<file path="src/rtl/mem_port_arbiter.sv">
// Arbiter sharing one single-ported memory between a fetch (read-only) and a data (read/write)
// requester. Data side wins ties unless fetch has waited STARVE_MAX consecutive data grants.
module mem_port_arbiter #(
  parameter int ADDR_W     = 32,
  parameter int DATA_W     = 32,
  parameter int STARVE_MAX = 4
) (
  input  logic              clk,
  input  logic              rst_n,
  input  logic              if_req,
  input  logic [ADDR_W-1:0] if_addr,
  output logic [DATA_W-1:0] if_rdata,
  output logic              if_done,
  input  logic              dm_req,
  input  logic              dm_we,
  input  logic [ADDR_W-1:0] dm_addr,
  input  logic [DATA_W-1:0] dm_wdata,
  output logic [DATA_W-1:0] dm_rdata,
  output logic              dm_done,
  output logic              stall_if,
  output logic              stall_dm,
  output logic              mem_req,
  output logic              mem_we,
  output logic [ADDR_W-1:0] mem_addr,
  output logic [DATA_W-1:0] mem_wdata,
  input  logic              mem_ready,
  input  logic [DATA_W-1:0] mem_rdata
);

  localparam int CNT_W = (STARVE_MAX < 1) ? 1 : $clog2(STARVE_MAX + 1);
  localparam logic [CNT_W-1:0] CNT_MAX = CNT_W'(STARVE_MAX);

  typedef enum logic [1:0] {
    ST_IDLE   = 2'd0,
    ST_SERV_I = 2'd1,
    ST_SERV_D = 2'd2
  } state_t;

  state_t            r_state;
  state_t            w_state_nxt;
  logic [CNT_W-1:0]  r_starve_cnt;
  logic [CNT_W-1:0]  w_starve_nxt;
  logic [ADDR_W-1:0] r_addr;
  logic [DATA_W-1:0] r_wdata;
  logic              r_we;
  logic [DATA_W-1:0] r_if_rdata;
  logic [DATA_W-1:0] r_dm_rdata;
  logic              r_if_done;
  logic              r_dm_done;

  logic w_if_elig;
  logic w_dm_elig;
  logic w_grant_i;
  logic w_grant_d;
  logic w_complete_i;
  logic w_complete_d;

  // A requester still holding req in its done cycle is not re-granted.
  assign w_if_elig = if_req & ~r_if_done;
  assign w_dm_elig = dm_req & ~r_dm_done;

  always_comb begin
    w_state_nxt  = r_state;
    w_grant_i    = 1'b0;
    w_grant_d    = 1'b0;
    w_complete_i = 1'b0;
    w_complete_d = 1'b0;
    case (r_state)
      ST_IDLE: begin
        if (w_if_elig && w_dm_elig) begin
          if (r_starve_cnt == CNT_MAX) w_grant_i = 1'b1;
          else                         w_grant_d = 1'b1;
        end else if (w_if_elig) begin
          w_grant_i = 1'b1;
        end else if (w_dm_elig) begin
          w_grant_d = 1'b1;
        end
        if (w_grant_i)      w_state_nxt = ST_SERV_I;
        else if (w_grant_d) w_state_nxt = ST_SERV_D;
      end
      ST_SERV_I: begin
        if (mem_ready) begin
          w_state_nxt  = ST_IDLE;
          w_complete_i = 1'b1;
        end
      end
      ST_SERV_D: begin
        if (mem_ready) begin
          w_state_nxt  = ST_IDLE;
          w_complete_d = 1'b1;
        end
      end
      default: w_state_nxt = ST_IDLE;
    endcase
  end

  always_comb begin
    w_starve_nxt = r_starve_cnt;
    if (w_grant_i) begin
      w_starve_nxt = '0;
    end else if (w_grant_d && if_req && (r_starve_cnt < CNT_MAX)) begin
      w_starve_nxt = r_starve_cnt + CNT_W'(1);
    end
  end

  always_ff @(posedge clk or negedge rst_n) begin
    if (!rst_n) begin
      r_state      <= ST_IDLE;
      r_starve_cnt <= '0;
    end else begin
      r_state      <= w_state_nxt;
      r_starve_cnt <= w_starve_nxt;
    end
  end

  // Transaction registers only load on a grant, so inputs moving mid-transaction are ignored.
  always_ff @(posedge clk or negedge rst_n) begin
    if (!rst_n) begin
      r_addr  <= '0;
      r_wdata <= '0;
      r_we    <= 1'b0;
    end else if (w_grant_i) begin
      r_addr  <= if_addr;
      r_wdata <= '0;
      r_we    <= 1'b0;
    end else if (w_grant_d) begin
      r_addr  <= dm_addr;
      r_wdata <= dm_wdata;
      r_we    <= dm_we;
    end
  end

  always_ff @(posedge clk or negedge rst_n) begin
    if (!rst_n) begin
      r_if_done  <= 1'b0;
      r_dm_done  <= 1'b0;
      r_if_rdata <= '0;
      r_dm_rdata <= '0;
    end else begin
      r_if_done <= w_complete_i;
      r_dm_done <= w_complete_d;
      if (w_complete_i)          r_if_rdata <= mem_rdata;
      if (w_complete_d && !r_we) r_dm_rdata <= mem_rdata;
    end
  end

  assign mem_req   = (r_state == ST_SERV_I) || (r_state == ST_SERV_D);
  assign mem_we    = (r_state == ST_SERV_D) && r_we;
  assign mem_addr  = r_addr;
  assign mem_wdata = r_wdata;
  assign if_rdata  = r_if_rdata;
  assign dm_rdata  = r_dm_rdata;
  assign if_done   = r_if_done;
  assign dm_done   = r_dm_done;
  assign stall_if  = if_req & ~r_if_done;
  assign stall_dm  = dm_req & ~r_dm_done;

endmodule

</file>
<file path="config.mk">
export PLATFORM = sky130hd
export DESIGN_NAME = mem_port_arbiter
export DESIGN_NICKNAME = d
export VERILOG_FILES = /design/src/rtl/mem_port_arbiter.sv
export SDC_FILE = /design/constraint.sdc
export NUM_CORES = 1
export LEC_CHECK = 0
export ABC_AREA = 0
export CAP_MARGIN = 20
export CORE_ASPECT_RATIO = 0.9
export CORE_MARGIN = 2
export CORE_UTILIZATION = 30
export DETAILED_ROUTE_END_ITERATION = 10
export PLACE_DENSITY = 0.63
export SETUP_SLACK_MARGIN = 0.02
export SYNTH_ARGS = -nofsm -noshare
export SYNTH_HDL_FRONTEND = slang
export SYNTH_SLANG_ARGS = --single-unit
</file>
<file path="constraint.sdc">
create_clock -name clk -period 1.48 [get_ports clk]
set_input_delay 0.37 -clock clk [delete_from_list [all_inputs] [get_ports clk]]
set_output_delay 0.37 -clock clk [all_outputs]
set_load 0.01 [all_outputs]
</file>
==> flow_summary.yaml <==
clocking:
  cts.htree.levels: 4
  clkSinkCount: 136
  cts_root_buf: "clkbuf_16"
  tritoncts: "yes"
  cts.path.max_buffers: 2
  insertion_delay_ps: 420
  numCtsBuffers: 17
  cts.clk_slew.worst_paths_ps: 70
setup_path:
  worstPathArrival_ps: 1960
  cpPeakStageDelay_ps: 410
  crit_type: "reg -> reg"
  crit_path_start: "r_starve_cnt[0]"
  cp_slowest_cell: "dfrtp_1"
  r2r-start: "r_starve_cnt[0]"
  required_ps: 1780
  cp_cell_sequence: "inv_2 > ha_4 > nand2_4 > a211oi_4 > buf_6 > buf_12 > nor2_4 > a22o_1"
  worstPathMaxFanout: 8
  end_kind: "flip-flop"
  setup.worst_path.start_class: "flip-flop"
yosys:
  yosys.area_share.xor_xnor: 0
  synthTopCellsByArea: "dfrtp_1 (62%), mux2_2 (13%), nand2_1 (6.1%)"
  synth_fp_nets: 593
  synthMuxAreaShare: 0.131
  synthAdderAreaFrac: 0.0113
  ys_warn_count: 0
  ys_types: 31
  synth-simple-area-share: 0.0778
  synth_top_family_by_area: "multiplexers"
  yosysSeqAreaShare: 0.617
  synth_top_area_share: 0.617
  ys_ff_latch: 136
  postSynthAreaPerCell_um2: 12.2
  yosys.area.top_type: "dfrtp_1"
  netlist_area_um2: 5520
  synth_compound_area_frac: 0.128
  synth_cells: 454
placed_design:
  gp_congestion: 0.786
  port_buffers: 267
  dp_hpwl_um: 12200
  dpl_cell_area_um2: 8870
grt:
  first_global_vias: 5484
  grt_max_degree: 46
  grt_pass1_wl_um: 30300
  grt-ovfl-total: 0
  antenna_found_initial: 1
  grt_usage: 0.199
power_and_ir_drop:
  p_switching_uw: 8320
  powerDensity_nw_per_um2: 2110
  leakage_uw: 0.00503
  combPwrFrac: 0.525
  p_sw_frac: 0.359
  seqPwrFrac: 0.299
  pwr-share-clk: 0.176
  vdd_ir_drop_max_v: 0.00111
  power.internal_uw: 14900
route:
  ant_nets: 0
  firstDrtPassIters: 4
  drc: 0
  avgRoutedWirePerCell_um: 19.4
  dr_total_vias: 5095
  first_iter_violations: 174
  vias_per_cell: 4.83
  drt-total-wl_um: 20400
floorplanning:
  fp-row-count: 47
  die-width_um: 147
  fp.dieH_um: 133
  core_um2: 18200
  dieArea_um2: 19500
  io_pins: 268
  start_util: 0.303
sta:
  rsz0062_at_grt: "true"
  setup_viol: 118
  slew_headroom: 0.778
  finalSetupTns_ps: -12690
  period_share: 1.13
  min_period_ps: 1670
  hold_violations: 0
  slew_violations: 0
  fmax_mhz: 600
  finClkSkew_ps: 9.87
  hold_ws_ps: 398
  worstMarginPinSlew_ps: 332
  setup_ws_ps: -186
cells_and_area:
  layout_common_cells: "dfrtp_1 (136), clkdlybuf4s50_1 (129), clkdlybuf4s15_1 (80)"
  fillCellCount: 1410
  final_common_cell: "dfrtp_1"
  regArea_um2: 3400
  final_area_um2: 11000
  drive_above_1_share: 0.462
  fin_nets: 934
  multi_input_area_um2: 2880
  area_growth_pct: 99.4
flow_run:
  maxCapViolCount: 0
status:
  status: "complete, but fails checks"
  violations: "negative setup slack"
min_path:
  hold_class: "in -> async"
==> Yosys cell counts (all sizes together) <==
cell,number
nand2,89
buf,22
and3,2
nor2,3
a31oi,1
a2bb2oi,32
dfrtp,136
a211oi,1
a21oi,60
and2,2
o21ai,3
nor2b,2
ha,5
and3b,1
nand4b,1
clkbuf,9
a21o,1
a32o,1
nand3,1
inv,7
mux2,64
nand2b,3
a21boi,1
o21bai,1
a22o,6
==> logic make-up (layout without fill, tap and decap cells) <==
logic type / count (synthesis) / in the layout
adders and majority gates: 5 / 5
DFF: 136 / 136
and+or+nand+nor: 104 / 104
buffers and inverters: 38 / 392
other: 0 / 1
AOI/OAI and AO/OA: 107 / 107
muxes: 64 / 64
==> registers in the layout, summed over array words and instances, names as in the netlist <==
signal and count:
if_done 1, dm_rdata 32, mem_addr 32, r_state 2, r_we 1, r_starve_cnt 3, dm_done 1, mem_wdata 32
if_rdata 32
==> worst max-delay path, delay by kind of cell, from the launching register on <==
family                   cells  cell delay [ps]
AND/OR/NAND/NOR              2              110
buffers and inverters        3              460
adder cells (fa/ha/maj)      1              150
AO/OA/AOI/OAI                2              420
flip-flops                   1              410
==> area by class of cell <==
| class | instances | area share |
|---|---|---|
| diodes | 1 | 0.000227 |
| clock inverters | 14 | 0.0125 |
| well taps | 245 | 0.0279 |
| inverters | 7 | 0.00239 |
| repair buffers | 353 | 0.347 |
| flip-flops and latches | 136 | 0.309 |
| clock buffers | 18 | 0.0390 |
| multi-input cells | 280 | 0.261 |
==> per-stage QoR <==
| step | power, uW | setup WS (ps) | util | cells |
|---|---|---|---|---|
| after CTS | 22100 | -193 | 0.580 | 1041 |
| after global routing | 24400 | -244 | 0.603 | 1054 |
| final | 23200 | -186 | 0.603 | 1054 |
| after global placement | 16200 | -589 | 0.486 | 973 |
| after floorplan | 11000 | -61.2 | - | 454 |
| after detailed placement | 16500 | -662 | 0.486 | 973 |
==> path summary, 6_finish.rpt <==
kind	to	cells past startpoint	slack (ps)
hold / removal	if_rdata[6]	2	400
setup / recovery	mem_wdata[6]	8	-190
setup reg to reg	mem_wdata[6]	8	-190
max in group asynchronous	mem_wdata[25]	3	500
min in group clk	dm_done	2	410
hold reg to reg	if_rdata[30]	1	510
==> repair_timing <==
action | CTS | global route
endpoints found under the hold margin | 27 | 0
cloned | 15 | 6
hold buffers | 1 | 0
buffers inserted | 21 | 17
endpoints found under the setup margin | 266 | 187
pin swaps | 18 | 59
gates resized for setup | 412 | 198
==> power groups by stage <==
stage               sequential, uW  clock [uW]  combinational, uW
global placement              6620           0               9560
global route                  7150        4360              12900
CTS                           6740        4200              11100
finish                        6930        4090              12200
detailed placement            6690           0               9770
floorplan                     7430           0               3580
==> per-layer routing <==
layer / GRT usage / vias up / part of all wire
met5: 0 / - / 0
met4: 0.0737 / 0 / 0.030
met3: 0.0493 / 40 / 0.056
met2: 0.330 / 201 / 0.49
met1: 0.255 / 2580 / 0.42
li1: - / 2274 / -
(Power assumes the default switching activity.)
